## src/rtl/cpu_defs.sv

```systemverilog
// cpu_defs: shared state encoding, widths and bus request record for the data-bus bridge
package cpu_defs;
    localparam int STALL_W = 6;
    localparam int WORD_W = 32;
    localparam logic [WORD_W-1:0] ZERO_WORD = '0;
    typedef enum logic [1:0] {IDLE = 2'b00, BUSY = 2'b01, HOLD = 2'b10} dbus_state_t;
    typedef struct packed {
        logic [WORD_W-1:0] addr;
        logic [WORD_W-1:0] data;
        logic [3:0] sel;
        logic we;
    } wb_req_t;
endpackage

```

## src/rtl/dbus_watchdog.sv

```systemverilog
// dbus_watchdog: ack-wait counter; expire is high in the LIMIT-th enabled cycle after a clear
module dbus_watchdog #(
    parameter int unsigned LIMIT = 255
) (
    input  logic clk,
    input  logic rst,
    input  logic en,
    input  logic clr,
    output logic expire
);
    localparam int W = $clog2(LIMIT + 1);
    localparam logic [W-1:0] LAST = W'(LIMIT - 1);
    logic [W-1:0] cnt;
    always_ff @(posedge clk or negedge rst)
        if (!rst) cnt <= '0;
        else if (clr) cnt <= '0;
        else if (en) cnt <= cnt + 1'b1;
    assign expire = en && cnt == LAST;
endmodule

```

## src/rtl/dbus_wishbone_if.sv

```systemverilog
// dbus_wishbone_if: memory-stage load/store to registered Wishbone classic cycle, with stall and flush.
// Define DBUS_TIMEOUT_EN to add the ack watchdog and the bus_err_o port.
module dbus_wishbone_if
    import cpu_defs::*;
#(
    parameter int unsigned TIMEOUT_CYCLES = 255
) (
    input  logic               clk,
    input  logic               rst,
    input  logic [STALL_W-1:0] stall_i,
    input  logic               flush_i,
    input  logic               cpu_ce_i,
    input  logic               cpu_we_i,
    input  logic [WORD_W-1:0]  cpu_addr_i,
    input  logic [3:0]         cpu_sel_i,
    input  logic [WORD_W-1:0]  cpu_data_i,
    output logic [WORD_W-1:0]  cpu_data_o,
    output logic               stallreq_o,
    input  logic [WORD_W-1:0]  wb_data_i,
    input  logic               wb_ack_i,
    output logic [WORD_W-1:0]  wb_addr_o,
    output logic [WORD_W-1:0]  wb_data_o,
    output logic               wb_we_o,
    output logic [3:0]         wb_sel_o,
    output logic               wb_stb_o,
    output logic               wb_cyc_o
`ifdef DBUS_TIMEOUT_EN
    ,
    output logic               bus_err_o
`endif
);
    dbus_state_t state, next;
    wb_req_t req_q;
    logic cyc;
    logic [WORD_W-1:0] rd_buf;
    logic start, done, expire;
    assign start = state == IDLE && cpu_ce_i && !flush_i;
    assign done = state == BUSY && !flush_i && (wb_ack_i || expire);
`ifdef DBUS_TIMEOUT_EN
    dbus_watchdog #(.LIMIT(TIMEOUT_CYCLES)) u_watchdog (
        .clk(clk),
        .rst(rst),
        .en(state == BUSY),
        .clr(state != BUSY),
        .expire(expire)
    );
    // A timeout closes the cycle like an ack; the error pulse follows one cycle later.
    always_ff @(posedge clk or negedge rst)
        if (!rst) bus_err_o <= 1'b0;
        else bus_err_o <= done && !wb_ack_i;
`else
    assign expire = 1'b0;
`endif
    always_ff @(posedge clk or negedge rst)
        if (!rst) state <= IDLE;
        else state <= next;
    always_comb begin
        next = state;
        case (state)
            IDLE: next = start ? BUSY : IDLE;
            BUSY: next = done ? (|stall_i ? HOLD : IDLE) : BUSY;
            HOLD: next = |stall_i ? HOLD : IDLE;
            default: next = IDLE;
        endcase
        if (flush_i) next = IDLE;
    end
    // rst gating keeps stallreq_o low while reset is held even if a request is pending.
    always_comb begin
        stallreq_o = rst && !flush_i && (start || (state == BUSY && !done));
        cpu_data_o = (!flush_i && state == BUSY && wb_ack_i && !req_q.we) ? wb_data_i :
                     (!flush_i && state == HOLD) ? rd_buf : ZERO_WORD;
    end
    always_ff @(posedge clk or negedge rst)
        if (!rst) begin
            req_q <= '0;
            cyc <= 1'b0;
            rd_buf <= ZERO_WORD;
        end else if (flush_i) begin
            req_q <= '0;
            cyc <= 1'b0;
            rd_buf <= ZERO_WORD;
        end else if (start) begin
            req_q <= '{addr: cpu_addr_i, data: cpu_data_i, sel: cpu_sel_i, we: cpu_we_i};
            cyc <= 1'b1;
        end else if (done) begin
            req_q <= '0;
            cyc <= 1'b0;
            rd_buf <= (wb_ack_i && !req_q.we) ? wb_data_i : ZERO_WORD;
        end
    assign wb_addr_o = req_q.addr;
    assign wb_data_o = req_q.data;
    assign wb_we_o = req_q.we;
    assign wb_sel_o = req_q.sel;
    assign wb_stb_o = cyc;
    assign wb_cyc_o = cyc;
endmodule

```

## config.mk

```make
export PLATFORM = sky130hd
export DESIGN_NAME = dbus_wishbone_if
export DESIGN_NICKNAME = d
export VERILOG_FILES = /design/src/rtl/cpu_defs.sv /design/src/rtl/dbus_watchdog.sv /design/src/rtl/dbus_wishbone_if.sv
export SDC_FILE = /design/constraint.sdc
export NUM_CORES = 1
export LEC_CHECK = 0
export BUFFER_PORTS_ARGS = -buffer_cell sky130_fd_sc_hd__buf_2
export CAP_MARGIN = 15
export CORE_ASPECT_RATIO = 1.4
export CORE_MARGIN = 2
export CORE_UTILIZATION = 45
export DETAILED_ROUTE_END_ITERATION = 6
export PLACE_DENSITY = 0.8
export SETUP_SLACK_MARGIN = 0.5
export SLEW_MARGIN = 25
export SYNTH_ARGS = -nofsm -noshare
export SYNTH_HDL_FRONTEND = slang
export SYNTH_HIERARCHICAL = 1
export SYNTH_SLANG_ARGS = --single-unit
```

## constraint.sdc

```tcl
create_clock -name clk -period 2.03 [get_ports clk]
set_input_delay 0 -clock clk [delete_from_list [all_inputs] [get_ports clk]]
set_output_delay 0 -clock clk [all_outputs]
set_load 0.02 [all_outputs]
```

==> flow_metrics.py <==
metrics = {
    "critical_path": {
        "startpoint_type": "register",
        "critical-path-slowest-cell": "dfrtp_2",
        "r2r_slack_ps": 370,
        "end_kind": "output pin",
        "critPathRequiredTime_ps": 2030,
        "worst-endpoint-arrival_ps": 1720,
        "cp_max_fo": 8,
        "worstPathCellList": "nor4_4, buf_4, clkbuf_16, a22o_1, buf_6",
        "cpPeakStageDelay_ps": 460,
        "setup.worst_path.class": "register to output pin",
    },
    "global_route": {
        "vias_in_the_first_global_route": 4153,
        "wire_length_of_the_first_global_routing_pass_microns": 21200,
        "grt_start_max_net_pins": 52,
        "antenna_found_initial": 0,
        "global_route.usage.total_pct": 27.6,
        "global_route.overflow_total": 0,
    },
    "timing": {
        "timing.final.hold_violations": 0,
        "finalCriticalPeriod_ps": 1720,
        "slew_headroom_pct": 73.3,
        "final.setup_skew_ps": 8.16,
        "rsz0062_at_grt": "yes",
        "achievable-frequency_mhz": 581,
        "setup_violations": 0,
        "setup-tns-final_ps": 0,
        "maxSlewViolCount": 0,
        "period_share_pct": 84.8,
        "worst-slew-pin-transition_ps": 401,
    },
    "synthesis": {
        "postSynthNetCount": 397,
        "synth_area_leader_cell": "dfrtp_1",
        "synth.cell_area_sq_um": 4110,
        "yosys_warnings": 6,
        "post_synth_inst_count": 285,
        "synth.top_cells.by_area": "dfrtp_1 63%, a22o_1 28%, buf_6 2.5%",
        "post_synth_num_cell_types": 23,
        "seq_area_frac_synth_pct": 63.3,
        "synth-seq-cells": 104,
        "synth_area_per_cell_sq_um": 14.4,
        "netlist.area_leader.share_pct": 63.3,
    },
    "final_layout": {
        "fillCellCount": 458,
        "sequential_cell_area_sq_um": 2610,
        "drive_above_1_share_pct": 44.6,
        "area_growth_syn_to_layout_pct": 79.7,
        "finalNetCount": 735,
        "antenna_cells": 0,
        "multi_input_combinational_cell_area_sq_um": 1340,
    },
    "route": {
        "wire_length_after_detailed_routing_microns": 15700,
        "post_drt_wl_per_cell_microns": 21.4,
        "vias": 4270,
        "first_drt_iteration_drcs": 238,
        "ant_nets": 0,
        "vias_per_cell": 5.81,
        "first_pass_iteration_count_of_the_detailed_router": 5,
        "drc": 0,
    },
    "outcome": {
        "outcome": "finished, final reports clean",
    },
    "pwr": {
        "power.density_nw_per_um2": 693,
        "finalPower_mw": 5.12,
        "worst_ir_drop_vdd_uv": 604,
        "p_leak_nw": 3.84,
    },
    "cts": {
        "ctsHtreeMaxLevel": 3,
        "clock_tree.root_cell": "clkbuf_16",
        "clk_path_buf_depth": 2,
        "clk-insertion-delay-late_ps": 340,
        "clkSlewWorstSetupHoldPaths_ps": 60,
        "cts_inserted_buffers": 9,
        "cts.sinks": 104,
        "cts_tree": "yes",
    },
    "floorplan": {
        "dieHeight_microns": 117,
        "core_area_sq_um": 8930,
        "boundaryPins": 216,
        "initial_core_util_pct": 46.0,
        "dieWidth_microns": 84.8,
        "placement_rows": 41,
        "dieArea_sq_um": 9920,
    },
    "run": {
        "max_cap_viols": 0,
    },
    "placement": {
        "dp.final_hpwl_microns": 7120,
        "io_buffer_count": 215,
        "gpl.final_weighted_congestion": 0.824,
    },
    "hold_path": {
        "hold_path_class": "input pin to register",
    },
}
==> worst paths after layout <==
check / from / endpoint / cells past startpoint
setup / recovery: state[1] / cpu_data_o[4] / 5
hold / removal: flush_i / state[1] / 2
setup reg to reg: state[0] / wb_addr_o[5] / 7
hold reg to reg: rd_buf[27] / rd_buf[27] / 1
max in group asynchronous: rst / rd_buf[5] / 3
min in group asynchronous: rst / rd_buf[24] / 2
==> cell families (layout without fill, tap and decap cells) <==
group | count (synthesis) | count (layout) | synth area share [%]
compound gates | 136 | 136 | 28.8
buf+inv | 30 | 373 | 4.81
flops | 104 | 104 | 63.3
mux | 2 | 2 | 0.548
simple gates | 13 | 13 | 2.47
==> layout make-up <==
type                       count  share of cell area (%)
timing repair buffer         355                    40.5
sequential                   104                    35.3
multi-input combinational    151                    18.2
clock buffer                  10                    3.24
tap                          107                    1.81
clock inverter                 6                   0.915
inverter                       2                   0.102
==> registers in the layout (all words and copies together), names as in the netlist <==
register / count
rd_buf: 32
wb_addr_o: 32
wb_data_o: 32
wb_sel_o: 4
state: 2
wb_cyc_o: 1
wb_we_o: 1
==> cell usage in the layout (no fill, tap or decap), types with 2 or more instances in the layout <==
cell type and n:
buf_2 181, a22o_1 132, dlygate4sd3_1 103, dfrtp_1 102
buf_6 33, clkbuf_16 20, buf_4 12, buf_12 10
buf_16 3, nor3_1 2, clkinv_2 2, buf_8 2
dfrtp_2 2
==> per-stage QoR <==
stage | instance area, sq um | worst slack, ps | utilization [%] | std cells | hold slack, ps
3_5_place_dp | 5240 | 405 | 58.7 | 588 | -86.0
3_3_place_gp | 5240 | 480 | 58.7 | 588 | -90.3
5_1_grt | 7380 | 212 | 82.7 | 735 | 74.5
6_report | 7380 | 308 | 82.7 | 735 | 60.3
2_1_floorplan | 4110 | 582 | - | 285 | -296
4_1_cts | 6850 | 307 | 76.7 | 716 | 37.6
==> cells in the mapped netlist <==
library cell / n
a21oi_1: 1
nor3_2: 1
nor4_4: 1
nor3_1: 3
and2_1: 1
buf_4: 1
inv_1: 1
nor4bb_1: 1
dfrtp_1: 104
and3b_1: 1
buf_2: 11
nand2b_1: 2
inv_2: 1
a211oi_1: 1
clkbuf_1: 7
nand2_1: 1
a21oi_2: 1
or4_1: 1
buf_6: 9
mux2_2: 2
a21o_1: 1
nor2_2: 1
a22o_1: 132
==> report_power, final <==
group	total, mW	switching, mW	internal, mW
registers	2.27	0.0830	2.19
logic	1.09	0.524	0.567
clock network	1.75	0.759	0.996
==> worst max-delay path: cells and delay by family, from the launching register on <==
kind                   cells  cell delay, ps
AND/OR/NAND/NOR            1             280
buffers and inverters      3             480
AO/OA/AOI/OAI              1             160
flip-flops                 1             460
==> routing by layer <==
layer,vias to the layer above,global-route usage (%),part of all wire [%]
met4,0,13.3,4.0
met2,336,47.2,51
met3,59,5.47,8.2
met1,2063,33.8,36
met5,-,0,0
li1,1812,-,-
==> timing repair <==
action | in CTS | in global routing
hold buffers | 103 | 0
resized for setup | 29 | 54
endpoints found under the setup margin | 102 | 127
hold endpoints to repair | 197 | 0
buffers inserted | 5 | 7
gates cloned | 4 | 12
pin swaps | 3 | 87
Power figures use the tool's default switching activity.
